File: src/rtl/tl_mem_requester.sv
// rtl/tl_mem_requester.sv - single-outstanding TileLink memory requester with timeout and alignment check
// Optional transaction counters: define TL_MEMREQ_STATS_EN.
`ifndef TL_ADDR_BITS
`define TL_ADDR_BITS 32
`endif
`ifndef TL_DATA_BYTES
`define TL_DATA_BYTES 8
`endif

module tl_mem_requester #(
   parameter int ADDR_BITS      = `TL_ADDR_BITS,
   parameter int DATA_BYTES     = `TL_DATA_BYTES,
   parameter int TIMEOUT_CYCLES = 32
) (
   input  logic                    clk,
   input  logic                    rst_n,
   input  logic                    cmd_valid,
   output logic                    cmd_ready,
   input  logic                    cmd_write,
   input  logic [ADDR_BITS-1:0]    cmd_addr,
   input  logic [DATA_BYTES*8-1:0] cmd_data,
   input  logic [DATA_BYTES-1:0]   cmd_mask,
   output logic                    rsp_valid,
   input  logic                    rsp_ready,
   output logic                    rsp_write,
   output logic [DATA_BYTES*8-1:0] rsp_data,
   output logic                    rsp_error,
   output logic                    write_valid,
   output logic [ADDR_BITS-1:0]    write_addr,
   output logic [DATA_BYTES*8-1:0] write_data,
   output logic [DATA_BYTES-1:0]   write_mask,
   input  logic                    write_ready,
   output logic                    read_valid,
   output logic [ADDR_BITS-1:0]    read_addr,
   input  logic [DATA_BYTES*8-1:0] read_data,
   input  logic                    read_data_valid
`ifdef TL_MEMREQ_STATS_EN
   ,
   output logic [15:0]             rd_count,
   output logic [15:0]             wr_count,
   output logic [15:0]             err_count
`endif
);

   localparam int DW       = DATA_BYTES * 8;
   localparam int OFF_BITS = (DATA_BYTES > 1) ? $clog2(DATA_BYTES) : 1;
   localparam logic [7:0] LIMIT = 8'(TIMEOUT_CYCLES - 1);

   typedef enum logic [1:0] {IDLE, ISSUE, WAIT, RESP} state_t;

   state_t                state_q;
   logic                  cmd_ready_q;
   logic                  write_q;
   logic [ADDR_BITS-1:0]  addr_q;
   logic [DW-1:0]         data_q;
   logic [DATA_BYTES-1:0] mask_q;
   logic                  read_valid_q;
   logic                  write_valid_q;
   logic [7:0]            cnt_q;
   logic                  rsp_valid_q;
   logic                  rsp_write_q;
   logic [DW-1:0]         rsp_data_q;
   logic                  rsp_error_q;

   logic cmd_misaligned;
   logic wait_done;

   // Byte-sized data has no offset bits, so it can never be misaligned.
   assign cmd_misaligned = (DATA_BYTES > 1) && (cmd_addr[OFF_BITS-1:0] != '0);
   assign wait_done      = write_q ? write_ready : read_data_valid;

   always_ff @(posedge clk or negedge rst_n) begin
      if (!rst_n) begin
         state_q       <= IDLE;
         cmd_ready_q   <= 1'b0;
         write_q       <= 1'b0;
         addr_q        <= '0;
         data_q        <= '0;
         mask_q        <= '0;
         read_valid_q  <= 1'b0;
         write_valid_q <= 1'b0;
         cnt_q         <= '0;
         rsp_valid_q   <= 1'b0;
         rsp_write_q   <= 1'b0;
         rsp_data_q    <= '0;
         rsp_error_q   <= 1'b0;
      end else begin
         read_valid_q  <= 1'b0;
         write_valid_q <= 1'b0;
         case (state_q)
            IDLE: begin
               cmd_ready_q <= 1'b1;
               if (cmd_valid && cmd_ready_q) begin
                  cmd_ready_q <= 1'b0;
                  write_q     <= cmd_write;
                  addr_q      <= cmd_addr;
                  data_q      <= cmd_data;
                  mask_q      <= cmd_mask;
                  if (cmd_misaligned) begin
                     state_q     <= RESP;
                     rsp_valid_q <= 1'b1;
                     rsp_write_q <= cmd_write;
                     rsp_data_q  <= '0;
                     rsp_error_q <= 1'b1;
                  end else begin
                     state_q       <= ISSUE;
                     read_valid_q  <= !cmd_write;
                     write_valid_q <= cmd_write;
                  end
               end
            end
            ISSUE: begin
               state_q <= WAIT;
               cnt_q   <= '0;
            end
            WAIT: begin
               // Completion takes priority over the timeout in the same cycle.
               if (wait_done) begin
                  state_q     <= RESP;
                  rsp_valid_q <= 1'b1;
                  rsp_write_q <= write_q;
                  rsp_data_q  <= write_q ? '0 : read_data;
                  rsp_error_q <= 1'b0;
               end else if (cnt_q == LIMIT) begin
                  state_q     <= RESP;
                  rsp_valid_q <= 1'b1;
                  rsp_write_q <= write_q;
                  rsp_data_q  <= '0;
                  rsp_error_q <= 1'b1;
               end else begin
                  cnt_q <= cnt_q + 8'd1;
               end
            end
            RESP: begin
               if (rsp_ready) begin
                  state_q     <= IDLE;
                  rsp_valid_q <= 1'b0;
                  cmd_ready_q <= 1'b1;
                  cnt_q       <= '0;
               end
            end
            default: state_q <= IDLE;
         endcase
      end
   end

   assign cmd_ready   = cmd_ready_q;
   assign rsp_valid   = rsp_valid_q;
   assign rsp_write   = rsp_write_q;
   assign rsp_data    = rsp_data_q;
   assign rsp_error   = rsp_error_q;
   assign write_valid = write_valid_q;
   assign write_addr  = addr_q;
   assign write_data  = data_q;
   assign write_mask  = mask_q;
   assign read_valid  = read_valid_q;
   assign read_addr   = addr_q;

`ifdef TL_MEMREQ_STATS_EN
   logic [15:0] rd_count_q;
   logic [15:0] wr_count_q;
   logic [15:0] err_count_q;
   logic        rsp_fire;

   assign rsp_fire = rsp_valid_q && rsp_ready;

   always_ff @(posedge clk or negedge rst_n) begin
      if (!rst_n) begin
         rd_count_q  <= '0;
         wr_count_q  <= '0;
         err_count_q <= '0;
      end else if (rsp_fire) begin
         if (rsp_error_q) begin
            if (err_count_q != 16'hFFFF) err_count_q <= err_count_q + 16'd1;
         end else if (rsp_write_q) begin
            if (wr_count_q != 16'hFFFF) wr_count_q <= wr_count_q + 16'd1;
         end else begin
            if (rd_count_q != 16'hFFFF) rd_count_q <= rd_count_q + 16'd1;
         end
      end
   end

   assign rd_count  = rd_count_q;
   assign wr_count  = wr_count_q;
   assign err_count = err_count_q;
`endif

endmodule

File: config.mk
export PLATFORM = sky130hd
export DESIGN_NAME = tl_mem_requester
export DESIGN_NICKNAME = d
export VERILOG_FILES = /design/src/rtl/tl_mem_requester.sv
export SDC_FILE = /design/constraint.sdc
export NUM_CORES = 1
export LEC_CHECK = 0
export CAP_MARGIN = 0
export CORE_AREA = 2 2 148 150
export CTS_BUF_LIST = sky130_fd_sc_hd__clkbuf_4 sky130_fd_sc_hd__clkbuf_8 sky130_fd_sc_hd__clkbuf_16
export DETAILED_ROUTE_END_ITERATION = 10
export DIE_AREA = 0 0 150 152
export DONT_BUFFER_PORTS = 1
export RECOVER_POWER = 50
export SLEW_MARGIN = 20
export SYNTH_ARGS = -nofsm -noshare
export SYNTH_HDL_FRONTEND = slang
export SYNTH_SLANG_ARGS = --single-unit
File: constraint.sdc
create_clock -name clk -period 3.3 [get_ports clk]
set_input_delay 0.99 -clock clk [delete_from_list [all_inputs] [get_ports clk]]
set_output_delay 0.99 -clock clk [all_outputs]
set_load 0.02 [all_outputs]
== After elaboration in Yosys (flattened, before gate mapping) ==
Index checks and enable logic that the tools add are counted.

* Logic and storage cells: 77
* Register bits after elaboration: 185

* Muxes and demuxes: 39
* Add/subtract/negate cells: 1
* Reduce and logical (&&, ||, !) cells: 14
* Equality and inequality tests: 10

{| class="wikitable"
|+ Operator list
! operator !! count
|-
| 64-bit 2-to-1 mux || 5
|-
| 64-bit case mux with 2 select lines || 1
|-
| 8-bit 2-to-1 mux || 3
|-
| 8-bit case mux with 3 select lines || 1
|-
| 1-bit 2-to-1 mux || 19
|-
| 2-bit 2-to-1 mux || 5
|-
| 2-bit inequality test (second input constant) || 5
|-
| 3-bit nonzero test || 3
|-
| 8-bit by 1-bit adder with 8-bit output (second input constant) || 1
|-
| 8-bit by 5-bit == test with 1-bit output (second input constant) || 1
|-
| 2-bit case mux with 4 select lines || 1
|-
| 4-bit AND reduction || 2
|-
| 1-bit case mux with 2 select lines || 3
|-
| 5-bit AND reduction || 1
|-
| 2-bit == test (second input constant) || 2
|-
| 2-bit AND reduction || 2
|-
| 2-bit nonzero test || 2
|-
| 3-bit inequality test (second input constant) || 1
|-
| 1-bit case mux with 3 select lines || 1
|-
| 3-bit AND reduction || 1
|-
| 2-bit by 1-bit == test with 1-bit output (second input constant) || 1
|-
| 2-bit zero test || 1
|-
| 1-bit logical AND || 1
|-
| 1-bit zero test || 1
|}

== Longest topological paths before layout ==
* Depth after elaboration: 4
* Mapped depth: 8
* Depth with buffers taken out: 6

== Least setup slack after synthesis ==
No wires, ideal clock.

* Path type: input -> register
* From: input read_data_valid
* To: register rsp_error_q, in the netlist rsp_error
* Stages: 5
* Path buffers: 1
* Arrival: 2.181 ns
* Setup slack: 0.991 ns
* Required time: 3.172 ns
* Setup time: 0.128 ns
* Path through: mux2_4 -> a211o_1 -> o211ai_2 -> buf_6 -> mux2_1

* Longest elaborated chain between the ends: 3
* Elaborated cells between the ends (all ways): 5

{| class="wikitable"
|+ RTL lines
! what !! line !! source
|-
| start: declaration || 36 || <nowiki>input logic read_data_valid</nowiki>
|-
| 1-bit 2-to-1 mux (*) || 70 || <nowiki>assign wait_done = write_q ? write_ready : read_data_valid;</nowiki>
|-
| 3-bit inequality test (no line) or 1-bit 2-to-1 mux (tied branches) || -- ||
|-
| 4-bit AND reduction (no line) or 1-bit case mux with 2 select lines (tied branches) || -- ||
|-
| end signal: assignment || 86 || <nowiki>rsp_error_q <= 1'b0;</nowiki>
|-
| end signal: assignment || 104 || <nowiki>rsp_error_q <= 1'b1;</nowiki>
|-
| end signal: assignment || 123 || <nowiki>rsp_error_q <= 1'b0;</nowiki>
|-
| end: declaration || 63 || <nowiki>logic rsp_error_q;</nowiki>
|}

Mark *: on every way between the ends. The rest lies on a longest branch, timed or not.
A chain may end at the register's enable or synchronous reset.

== Worst setup path after layout ==
* From: register state_q[0]
* To: register rsp_data_q[31], in the netlist rsp_data[31]

* Longest elaborated chain between the ends: 3
* Elaborated cells between the ends (all ways): 8

{| class="wikitable"
|+ RTL lines
! what !! line !! source
|-
| start: declaration || 51 || <nowiki>state_t state_q;</nowiki>
|-
| start signal: assignment || 74 || <nowiki>state_q <= IDLE;</nowiki>
|-
| start signal: assignment || 100 || <nowiki>state_q <= RESP;</nowiki>
|-
| start signal: assignment || 106 || <nowiki>state_q <= ISSUE;</nowiki>
|-
| 2-bit == test or 2-bit zero test (tied branches) || 90 || <nowiki>case (state_q)</nowiki>
|-
| 3-bit inequality test (no line) (tied with other cells) || -- ||
|-
| 4-bit AND reduction (no line) || -- ||
|-
| end signal: assignment || 122 || <nowiki>rsp_data_q <= write_q ? '0 : read_data;</nowiki>
|-
| end: declaration || 62 || <nowiki>logic [DW-1:0] rsp_data_q;</nowiki>
|}

Parallel ways exist; a longest one is shown, timed or not.

==> results.cfg <==
[power_and_ir_drop]
power_density_nw_per_um2 = 1150
p_total_uw = 9870
power_leakage_uw = 0.00441
ir_worst_vdd_v = 0.000555

[sta]
slew_headroom = 0.528
grt_setup_unrepaired = false
period_share = 0.745
hold_viol_final = 0
fin_worst_skew_ns = 0.00913
worst_pin_slew_ns = 0.708
worst_slack_ns = 0.841
setup_viol = 0
timing.fmax_ghz = 0.407
min_period_ns = 2.46
slew_violations = 0
tns_ns = 0

[clock_network]
cts_setup_buffers = 0
post_cts_resized = 0
clk_latency_ns = 0.42
cts_made_buffers = 17
cts_buffer_depth = 2
cts_hold_buf = 0
cts.sinks = 185
clkSlewWorstSetupHoldPaths_ns = 0.07
ctsRootBufferMaster = clkbuf_16
cts_tree = built
htree_levels = 4

[global_routing]
antenna_found_initial = 0
gr-total-overflow = 0
grt_max_degree = 186
track_usage = 0.166
grt_pass1_vias = 5470
grt_pass1_wl_mm = 29.6

[setup_path]
cp_data_required_time_ns = 3.64
regToRegSetupSlack_ns = 0.84
cp_data_arrival_time_ns = 2.79
crit_fanout = 25
end_kind = flip-flop
worstSetupPathType = flip-flop to flip-flop
crit_path_start_kind = flip-flop

[synth]
yosys-top-cells-area = dfrtp_1, nand2_1, mux2i_1
yosysUniqueCellTypes = 38
synth_fp_nets = 1025
seq_area_frac_synth = 0.585
ys_seq_elements = 185
yosysTopAreaCellShare = 0.585
synth.avg_cell_area_um2 = 9.35
synth_top_area_cell = dfrtp_1
yosys_warnings = 0
netlist_area_um2 = 7910
synth_cells = 846

[floorplanning]
io_pins = 381
num_rows = 54
die_h_um = 152
initial_core_util = 0.370
die_w_um = 150
die_area_um2 = 22800
core_um2 = 21400

[route]
first_iter_violations = 260
drc_errors = 0
drtPass1Iterations = 6
vias = 5179
vias_per_cell = 4.73
avgRoutedWirePerCell_um = 17.5
detail-route-antenna-nets = 0
routed_wl_mm = 19.2

[cells_and_area]
fin_util = 0.401
layout_common_cells = nand2_1, dfrtp_1, inv_1, mux2i_1, clkbuf_16
antenna_cells = 0
syn_to_final_growth_pct = 8.21
stdcell_count = 1096
fin_nets = 983
layout_commonest_cell = nand2_1
drive_above_1_share = 0.0600

[place]
place_congestion = 0.760
pre_cts_ws_ns = 0.545
dpl.hpwl_mm = 13.4
dp.cells = 1065
port_buffers = 0

[flow_run]
cap_violations = 0

[run_status]
status = complete, no violations

[hold_path]
hp-class = input pin to async pin
-- per-layer routing --
metal  routed length, um  part of all wire  up-vias  GRT usage
li1                    -                 -     2497          -
met1                7750              0.40     2427      0.196
met2                9330              0.49      240      0.279
met3                1880             0.098       15     0.0661
met4                 230             0.012        0     0.0490
met5                   0                 0        -          0
-- kinds of logic (layout without fill, tap and decap cells) --
group           count (synthesis)  in the layout  share of synthesized area
simple gates                  418            418                      0.206
fa+ha+maj                       4              4                    0.00633
flops                         185            185                      0.585
compound gates                 26             26                     0.0229
buf+inv                       142            112                     0.0878
mux                            71             71                     0.0910
-- through the flow --
stage	area (um2)	hold WS [ns]
floorplan	7910	0.511
global placement	7950	0.555
detailed placement	7950	0.561
CTS	8560	0.236
global route	8560	0.222
finish	8560	0.266
-- report_power, final --
| group | switching [uW] | total (uW) | internal (uW) |
|---|---|---|---|
| Sequential | 2300 | 5540 | 3240 |
| Clock | 929 | 2100 | 1180 |
| Combinational | 1310 | 2230 | 922 |
| Total | 4540 | 9870 | 5340 |
-- cell type report --
cell class                      instances  area (um2)
Inverter                               70         263
Clock inverter                         12         158
Timing Repair Buffer                   11        95.1
Multi-Input combinational cell        519        2620
Fill cell                            2138       12800
Sequential cell                       185        4630
Clock buffer                           19         447
Tap cell                              280         350
-- cells in the mapped netlist (all sizes together) --
cell type,number
a211o,1
a211oi,2
a21boi,1
a21oi,3
a221oi,1
a2bb2oi,1
a31oi,2
and3,3
and4,2
buf,46
clkbuf,26
dfrtp,185
ha,4
inv,70
mux2,4
mux2i,67
nand2,392
nand3,4
nand4,1
nand4b,2
nor2,2
nor2b,2
nor3,6
nor3b,1
nor4,2
o211ai,4
o21ai,6
o22ai,2
o31a,1
o31ai,1
o41a,1
or2,1
-- worst paths after layout --
kind                                   to  cells after the start  startpoint
max                          rsp_data[31]                      7  state_q[0]
min                        write_data[19]                      0       rst_n
max reg2reg                  rsp_data[31]                      7  state_q[0]
min reg2reg                      cnt_q[7]                      2    cnt_q[7]
max in group asynchronous  write_data[43]                      0       rst_n
min in group clk                 cnt_q[7]                      2    cnt_q[7]
-- state kept, by name (all words and copies together) (netlist names) --
signal,cells
rsp_data,64
write_data,64
read_addr,32
cnt_q,8
write_mask,8
state_q,2
cmd_ready,1
read_valid,1
rsp_error,1
rsp_valid,1
rsp_write,1
write_q,1
write_valid,1
-- worst max-delay path, cell delays in order, from the launching register on --
cell      delay [ns]
dfrtp_1         0.40
inv_1           0.08
ha_1            0.47
a21boi_0        0.34
a21oi_1         0.15
o211ai_4        0.22
buf_4           0.45
mux2i_1         0.25
No activity file was read; power rests on OpenSTA's default activity.
